### src/rtl/auto_gain_control_mr.sv
// Auto gain control: tracks the peak |x-MID| over fixed windows of valid ADC samples and
// steps a registered gain index up or down, blanking the input for a settle period after each change.
module auto_gain_control_mr #(
    parameter int DATA_W     = 12,
    parameter int GAIN_STEPS = 4,
    parameter int WIN_LEN    = 1024,
    parameter int SETTLE_CYC = 256,
    parameter int HI_TH      = 1800,
    parameter int LO_TH      = 600,
    localparam int GW        = (GAIN_STEPS > 1) ? $clog2(GAIN_STEPS) : 1
) (
    input  logic              adc_clk,
    input  logic              rst,
    input  logic              adc_valid,
    input  logic [DATA_W-1:0] adc_data,
    input  logic              agc_en,
    input  logic [GW-1:0]     manual_gain,
    output logic [GW-1:0]     gain_sel,
    output logic              gain_change,
    output logic              stable,
    output logic              overrange,
    output logic [DATA_W-1:0] peak_out
);

    localparam int WCW = (WIN_LEN > 1) ? $clog2(WIN_LEN) : 1;
    localparam int SCW = (SETTLE_CYC > 1) ? $clog2(SETTLE_CYC) : 1;

    localparam logic [DATA_W-1:0] MID         = {1'b1, {(DATA_W-1){1'b0}}};
    localparam logic [DATA_W-1:0] HI_V        = DATA_W'(HI_TH);
    localparam logic [DATA_W-1:0] LO_V        = DATA_W'(LO_TH);
    localparam logic [GW-1:0]     MAX_GAIN    = GW'(GAIN_STEPS - 1);
    localparam logic [WCW-1:0]    WIN_LAST    = WCW'(WIN_LEN - 1);
    localparam logic [SCW-1:0]    SETTLE_LOAD = SCW'(SETTLE_CYC - 1);

    localparam logic [0:0] ST_SETTLE  = 1'b0;
    localparam logic [0:0] ST_MEASURE = 1'b1;

    // Distance from mid-scale; a zero code maps to exactly MID, which still fits DATA_W bits.
    function automatic logic [DATA_W-1:0] abs_offset(input logic [DATA_W-1:0] x);
        logic signed [DATA_W:0] diff;
        logic signed [DATA_W:0] mag;
        diff = $signed({1'b0, x}) - $signed({1'b0, MID});
        mag  = (diff < 0) ? -diff : diff;
        return mag[DATA_W-1:0];
    endfunction

    function automatic logic [GW-1:0] clamp_gain(input logic [GW-1:0] g);
        return ({1'b0, g} > {1'b0, MAX_GAIN}) ? MAX_GAIN : g;
    endfunction

    function automatic logic is_clipped(input logic [DATA_W-1:0] x);
        return (x == '0) || (x == '1);
    endfunction

    logic [0:0]        state;
    logic [SCW-1:0]    settle_cnt;
    logic [WCW-1:0]    win_cnt;
    logic [DATA_W-1:0] peak_acc;

    // Stage p0: per-sample magnitude, clip flag and candidate window peak
    logic              vld_p0;
    logic              clip_p0;
    logic [DATA_W-1:0] mag_p0;
    logic [DATA_W-1:0] peak_max_p0;

    assign vld_p0      = adc_valid;
    assign clip_p0     = is_clipped(adc_data);
    assign mag_p0      = abs_offset(adc_data);
    assign peak_max_p0 = (mag_p0 > peak_acc) ? mag_p0 : peak_acc;

    logic [0:0]        state_nxt;
    logic [SCW-1:0]    settle_nxt;
    logic [WCW-1:0]    win_nxt;
    logic [DATA_W-1:0] peak_nxt;
    logic [GW-1:0]     gain_nxt;
    logic              stable_nxt;
    logic              ovr_nxt;
    logic [DATA_W-1:0] peak_out_nxt;

    always_comb begin
        state_nxt    = state;
        settle_nxt   = settle_cnt;
        win_nxt      = win_cnt;
        peak_nxt     = peak_acc;
        gain_nxt     = gain_sel;
        stable_nxt   = stable;
        ovr_nxt      = 1'b0;
        peak_out_nxt = peak_out;

        if (!agc_en) begin
            // Manual mode parks the FSM in a fully loaded settle so re-enabling always blanks first.
            gain_nxt   = clamp_gain(manual_gain);
            stable_nxt = 1'b0;
            ovr_nxt    = vld_p0 & clip_p0;
            state_nxt  = ST_SETTLE;
            settle_nxt = SETTLE_LOAD;
            win_nxt    = '0;
            peak_nxt   = '0;
        end else if (state == ST_SETTLE) begin
            if (settle_cnt == '0) begin
                state_nxt = ST_MEASURE;
                win_nxt   = '0;
                peak_nxt  = '0;
            end else begin
                settle_nxt = settle_cnt - 1'b1;
            end
        end else if (vld_p0) begin
            if (clip_p0) begin
                ovr_nxt    = 1'b1;
                state_nxt  = ST_SETTLE;
                settle_nxt = SETTLE_LOAD;
                if (gain_sel != '0) begin
                    gain_nxt = gain_sel - 1'b1;
                end
            end else if (win_cnt == WIN_LAST) begin
                peak_out_nxt = peak_max_p0;
                win_nxt      = '0;
                peak_nxt     = '0;
                if ((peak_max_p0 > HI_V) && (gain_sel != '0)) begin
                    gain_nxt   = gain_sel - 1'b1;
                    state_nxt  = ST_SETTLE;
                    settle_nxt = SETTLE_LOAD;
                end else if ((peak_max_p0 < LO_V) && (gain_sel != MAX_GAIN)) begin
                    gain_nxt   = gain_sel + 1'b1;
                    state_nxt  = ST_SETTLE;
                    settle_nxt = SETTLE_LOAD;
                end else begin
                    stable_nxt = 1'b1;
                end
            end else begin
                win_nxt  = win_cnt + 1'b1;
                peak_nxt = peak_max_p0;
            end
        end

        if (gain_nxt != gain_sel) begin
            stable_nxt = 1'b0;
        end
    end

    // Stage p1: registered control state and outputs
    always_ff @(posedge adc_clk) begin
        if (rst) begin
            state       <= ST_SETTLE;
            settle_cnt  <= SETTLE_LOAD;
            win_cnt     <= '0;
            peak_acc    <= '0;
            gain_sel    <= '0;
            gain_change <= 1'b0;
            stable      <= 1'b0;
            overrange   <= 1'b0;
            peak_out    <= '0;
        end else begin
            state       <= state_nxt;
            settle_cnt  <= settle_nxt;
            win_cnt     <= win_nxt;
            peak_acc    <= peak_nxt;
            gain_sel    <= gain_nxt;
            gain_change <= (gain_nxt != gain_sel);
            stable      <= stable_nxt;
            overrange   <= ovr_nxt;
            peak_out    <= peak_out_nxt;
        end
    end

endmodule

### config.mk
export PLATFORM = sky130hd
export DESIGN_NAME = auto_gain_control_mr
export DESIGN_NICKNAME = d
export VERILOG_FILES = /design/src/rtl/auto_gain_control_mr.sv
export SDC_FILE = /design/constraint.sdc
export NUM_CORES = 1
export LEC_CHECK = 0
export BUFFER_PORTS_ARGS = -buffer_cell sky130_fd_sc_hd__buf_4
export CELL_PAD_IN_SITES_DETAIL_PLACEMENT = 0
export CELL_PAD_IN_SITES_GLOBAL_PLACEMENT = 1
export CORE_MARGIN = 8
export CORE_UTILIZATION = 44
export DETAILED_ROUTE_END_ITERATION = 10
export MAX_ROUTING_LAYER = met4
export PLACE_DENSITY = 0.91
export SLEW_MARGIN = 40
export SYNTH_ARGS = -nofsm -noshare
export SYNTH_HDL_FRONTEND = slang
export SYNTH_SLANG_ARGS = --single-unit
### constraint.sdc
create_clock -name adc_clk -period 8.1 [get_ports adc_clk]
set_clock_uncertainty 0.2 [all_clocks]
set_input_delay 0.81 -clock adc_clk [delete_from_list [all_inputs] [get_ports adc_clk]]
set_output_delay 0.81 -clock adc_clk [all_outputs]
set_load 0.02 [all_outputs]
Yosys cells after proc, flatten, opt, wreduce, memory -nomap -nowiden. Cells that the tools add are included.

Bits in registers: 48. Bits of input ports: 18.

Add/sub/neg operators: 6. Magnitude comparators: 4. Equality and inequality tests: 9. Multiplexer cells: 38. Bitwise gates (word level): 5. Reduce and logical (&&, ||, !) cells: 13.

Operator list (count): 12-bit 2-to-1 mux (7); 8-bit 2-to-1 mux (7); 10-bit 2-to-1 mux (5); 2-bit 2-to-1 mux (8); 13-bit by 1-bit < comparator with 1-bit output, second input constant (1); 12-bit by 12-bit subtractor with 13-bit output, second input constant (1); 12-bit equality test, second input constant (1); 12-bit by 11-bit greater-than comparator with 1-bit output, second input constant (1); 12-bit greater-than comparator (1); 12-bit zero test (1); 12-bit by 10-bit < comparator with 1-bit output, second input constant (1); 12-bit negator (1); 1-bit 2-to-1 mux (11); 10-bit by 1-bit adder with 10-bit output, second input constant (1); 10-bit equality test, second input constant (1); 8-bit zero test (1); 2-bit != test, second input constant (4); 8-bit by 1-bit subtractor with 8-bit output, second input constant (1); 6-bit AND reduction (1); 5-bit AND reduction (1); 4-bit by 1-bit != test with 1-bit output, second input constant (1); 1-bit NOT (4); 4-bit AND reduction (1); 2-bit nonzero test (2); other kinds (10) (11).

Logic depth before layout (Yosys ltp).
Depth after elaboration: 16. Mapped depth: 17. Gate-level depth less buffers: 16.

Worst setup path before layout. Ideal clock, no wire load.

Path type: input -> register. Start: input port adc_data[4]. End: register settle_cnt[6]. Arrival time: 4.216 ns. Path slack: 3.557 ns. Cell stages on the path: 15. Cell sequence: buf_2 > or4_4 > nor3_1 > nor2_1 > xor2_1 > ha_1 > nand4_1 > or3_1 > a21oi_1 > buf_2 > o22ai_2 > a221oi_4 > o21ai_2 > a21o_1 > or3b_1.

Word-level cells in the longest chain between the ends: 12.

Ends and longest elaborated chain: start, declared (RTL line 15) `input logic [DATA_W-1:0] adc_data,`; 12-bit by 12-bit subtractor with 13-bit output (RTL line 42) `diff = $signed({1'b0, x}) - $signed({1'b0, MID});`; 12-bit negator or 13-bit by 1-bit < comparator with 1-bit output (tied branches) (RTL line 43) `mag = (diff < 0) ? -diff : diff;`; 12-bit 2-to-1 mux (RTL line 43); 12-bit greater-than comparator (RTL line 69) `assign peak_max_p0 = (mag_p0 > peak_acc) ? mag_p0 : peak_acc;`; 12-bit 2-to-1 mux (RTL line 69); 12-bit by 11-bit greater-than comparator with 1-bit output (RTL line 119) `if ((peak_max_p0 > HI_V) && (gain_sel != '0)) begin`; 1-bit logical AND (RTL line 119); 8-bit 2-to-1 mux (RTL line 119); 8-bit 2-to-1 mux (RTL line 115) `end else if (win_cnt == WIN_LAST) begin`; 8-bit 2-to-1 mux (RTL line 108) `if (clip_p0) begin`; 8-bit 2-to-1 mux (RTL line 107) `end else if (vld_p0) begin`; 8-bit 2-to-1 mux (RTL line 99) `end else if (state == ST_SETTLE) begin`; end signal, assigned (RTL line 155) `settle_cnt <= settle_nxt;`; end, declared (RTL line 56) `logic [SCW-1:0] settle_cnt;`.

Parallel ways exist; a longest one is shown, timed or not. The select of a mux whose other input is x is not followed. A chain may end at the register's enable or synchronous reset.

Worst setup path after layout.
Start: input port adc_data[5]. End: register settle_cnt[6].

Same word-level chain as after synthesis.

==> qor.yml <==
run_status:
  status: "finished, final reports clean"
routing:
  met3_length_um: 303
  remaining_drc_errors: 0
  antenna_left: 0
  drt-vias-per-instance: 5.71
  vias: 3124
  drtIter0Drc: 164
  wl_met2_mm: 4.05
  first_pass_iters: 4
  top_layer: "met4"
  avgRoutedWirePerCell_um: 15.1
  wl_met1_mm: 3.82
  wl_mm: 8.28
place:
  dp_hpwl_mm: 6.14
  gp_congestion: 0.930
  portBuffers: 34
timing:
  fin_tns_setup_ns: 0
  post-route-period-util: 0.576
  rsz0062_at_grt: "false"
  maxSlewViolCount: 0
  setup_viol: 0
  slew_headroom: 0.481
  tightest_slew_ns: 0.777
  timing.final.hold_violations: 0
  fmax_mhz: 214
  fin_crit_ns: 4.66
die:
  pin_count: 35
  die-area_mm2: 0.0106
  fp.dieW_um: 103
  core_mm2: 0.00729
  die_h_um: 103
  rows: 31
  start_util: 0.457
power_and_ir_drop:
  finalPower_mw: 0.542
  ir_worst_vdd_v: 0.000100
  power_density_mw_per_mm2: 144
  power.leakage_nw: 1.52
final_layout:
  layout-area-overhead-vs-synth_pct: 13.1
  nFillCells: 739
  drive_above_1_share: 0.145
  final_nets: 487
  final_core_util: 0.517
  diodes: 0
cts:
  cts_resized: 0
  clk_pin_slew_ns: 0.10
  htreeDepth: 2
  cts_made_buffers: 5
  cts_num_sinks: 48
  post_cts_buffers: 0
  clkLatencyLatePin_ns: 0.31
  clock_path_buffers: 2
  cts_tree: "built"
  cts-root-buf: "clkbuf_8"
  hold_buffers: 0
setup_path:
  r2r_end: "peak_acc[7]$_SDFFE_PP0P_"
  crit_type: "in -> reg"
  arrival_ns: 4.67
  critPathCaptureType: "flip-flop"
  setup.worst_path.start_class: "input pin"
  required_ns: 8.10
  rrSetupSlack_ns: 4.54
  rr_worst_depth: 9
  reg2reg_from: "settle_cnt[3]$_SDFFE_PP1P_"
  crit_start: "adc_data[5]"
  critical_path.max_fanout: 7
yosys:
  ys.flop_type: "dfxtp_1"
  synth_seq_cells: 48
  synth-seq-area-share: 0.288
  yosysWarningCount: 0
  synth_largest_area_cell: "dfxtp_1"
  ys_async_sr_fraction: 0
  synth.avg_cell_area_um2: 7.81
  yosysMostFrequentCell: "nor2_1"
  ys_types: 59
  synth.area.top_cells: "dfxtp_1 29%, ha_1 7.9%, nor2_1 7.3%, a21oi_1 5.6%, mux2i_1 3.3%"
  synthCells: 427
  yosysTopAreaCellShare: 0.288
  synth-edff-count: 0
  syn_nets: 466
  netlist_top_cells_count: "65 x nor2_1, 48 x dfxtp_1, 37 x a21oi_1, 23 x inv_1, 21 x ha_1"
  netlist_area_mm2: 0.00333
grt:
  antenna_found_initial: 0
  grt_max_degree: 27
  grt.overflow.total: 0
  grt_pass1_vias: 3034
  track_usage: 0.168
  grt_pass1_wl_mm: 14.0
min_path:
  hp-start: "peak_out[6]$_SDFFE_PP0P_"
  hp-class: "reg -> reg"
  holdPathEnd: "peak_out[6]$_SDFFE_PP0P_"
  worstHoldPathCells: 2
job:
  maxCapViolCount: 0
==> state kept, by name (all words and copies together) (netlist names) <==
signal and cells:
peak_acc 12, peak_out 12, win_cnt 10, settle_cnt 8, gain_sel 2, gain_change 1
overrange 1, stable 1, state 1
==> routing by layer <==
layer | global-route usage | up-vias
li1 | - | 1585
met1 | 0.191 | 1474
met2 | 0.290 | 56
met3 | 0.0344 | 9
met4 | 0.0478 | 0
met5 | - | -
==> placed cells by master, fill, tap and decap left out, types with 6 or more instances in the layout <==
cell,Yosys,final
nand4_1,10,10
nand2_1,17,17
xnor2_1,6,6
nor2_1,65,65
o21ai_0,18,18
buf_4,0,36
inv_1,23,23
a31oi_1,6,6
dfxtp_1,48,48
nor3b_1,6,6
ha_1,21,21
a21o_1,8,8
nor3_1,13,13
nand3_1,15,14
and3_1,12,12
a22oi_1,12,12
mux2i_1,11,11
a21oi_1,37,36
==> final cells by class <==
class,count,area (um2),share of cell area
clock buffer,5,68.8,0.0182
clock inverter,2,60.1,0.0159
inverter,23,86.3,0.0229
multi-input combinational,334,2200,0.584
sequential,48,961,0.255
tap,99,124,0.0328
timing repair buffer,36,270,0.0716
==> worst max-delay path, cell delays in order <==
cell,delay [ns]
buf_4,0.14
or4_4,0.57
nor3_1,0.21
nor2_1,0.08
xor2_1,0.17
ha_1,0.29
nand4_1,0.13
or3_1,0.44
a21oi_2,0.25
mux2_2,0.42
a221oi_4,0.41
o21ai_2,0.10
a21o_1,0.28
or3b_1,0.36
==> cells by family (layout without fill, tap and decap cells) <==
kind of cell	Yosys count	in the layout	share of synthesized area
buf+inv	45	66	0.0555
mux	13	13	0.0398
compound gates	117	117	0.240
simple gates	171	171	0.264
flops	48	48	0.288
xor+xnor	12	12	0.0338
fa+ha+maj	21	21	0.0788
==> stage by stage <==
| step | worst slack, ns | instances | hold slack (ns) | cell area [um2] |
|---|---|---|---|---|
| 2_1_floorplan | 3.56 | 427 | 0.244 | 3330 |
| 3_3_place_gp | 3.25 | 540 | 0.256 | 3630 |
| 3_5_place_dp | 3.15 | 540 | 0.254 | 3640 |
| 4_1_cts | 3.47 | 547 | 0.267 | 3770 |
| 5_1_grt | 3.13 | 547 | 0.283 | 3770 |
| 6_report | 3.44 | 547 | 0.262 | 3770 |
==> how the worst max path moves through the flow <==
stage	endpoint	slack, ns
final	settle_cnt[6]$_SDFFE_PP1P_	3.44
after global routing	settle_cnt[6]$_SDFFE_PP1P_	3.13
after global placement	settle_cnt[6]$_SDFFE_PP1P_	3.25
after CTS	settle_cnt[6]$_SDFFE_PP1P_	3.47
after floorplan	settle_cnt[6]$_SDFFE_PP1P_	3.56
after detailed placement	settle_cnt[6]$_SDFFE_PP1P_	3.15
==> where the power goes <==
group / internal, mW / switching [mW]
combinational: 0.0408 / 0.0594
sequential: 0.237 / 0.00228
clock: 0.122 / 0.0808
total: 0.400 / 0.142
(Power assumes the default switching activity.)
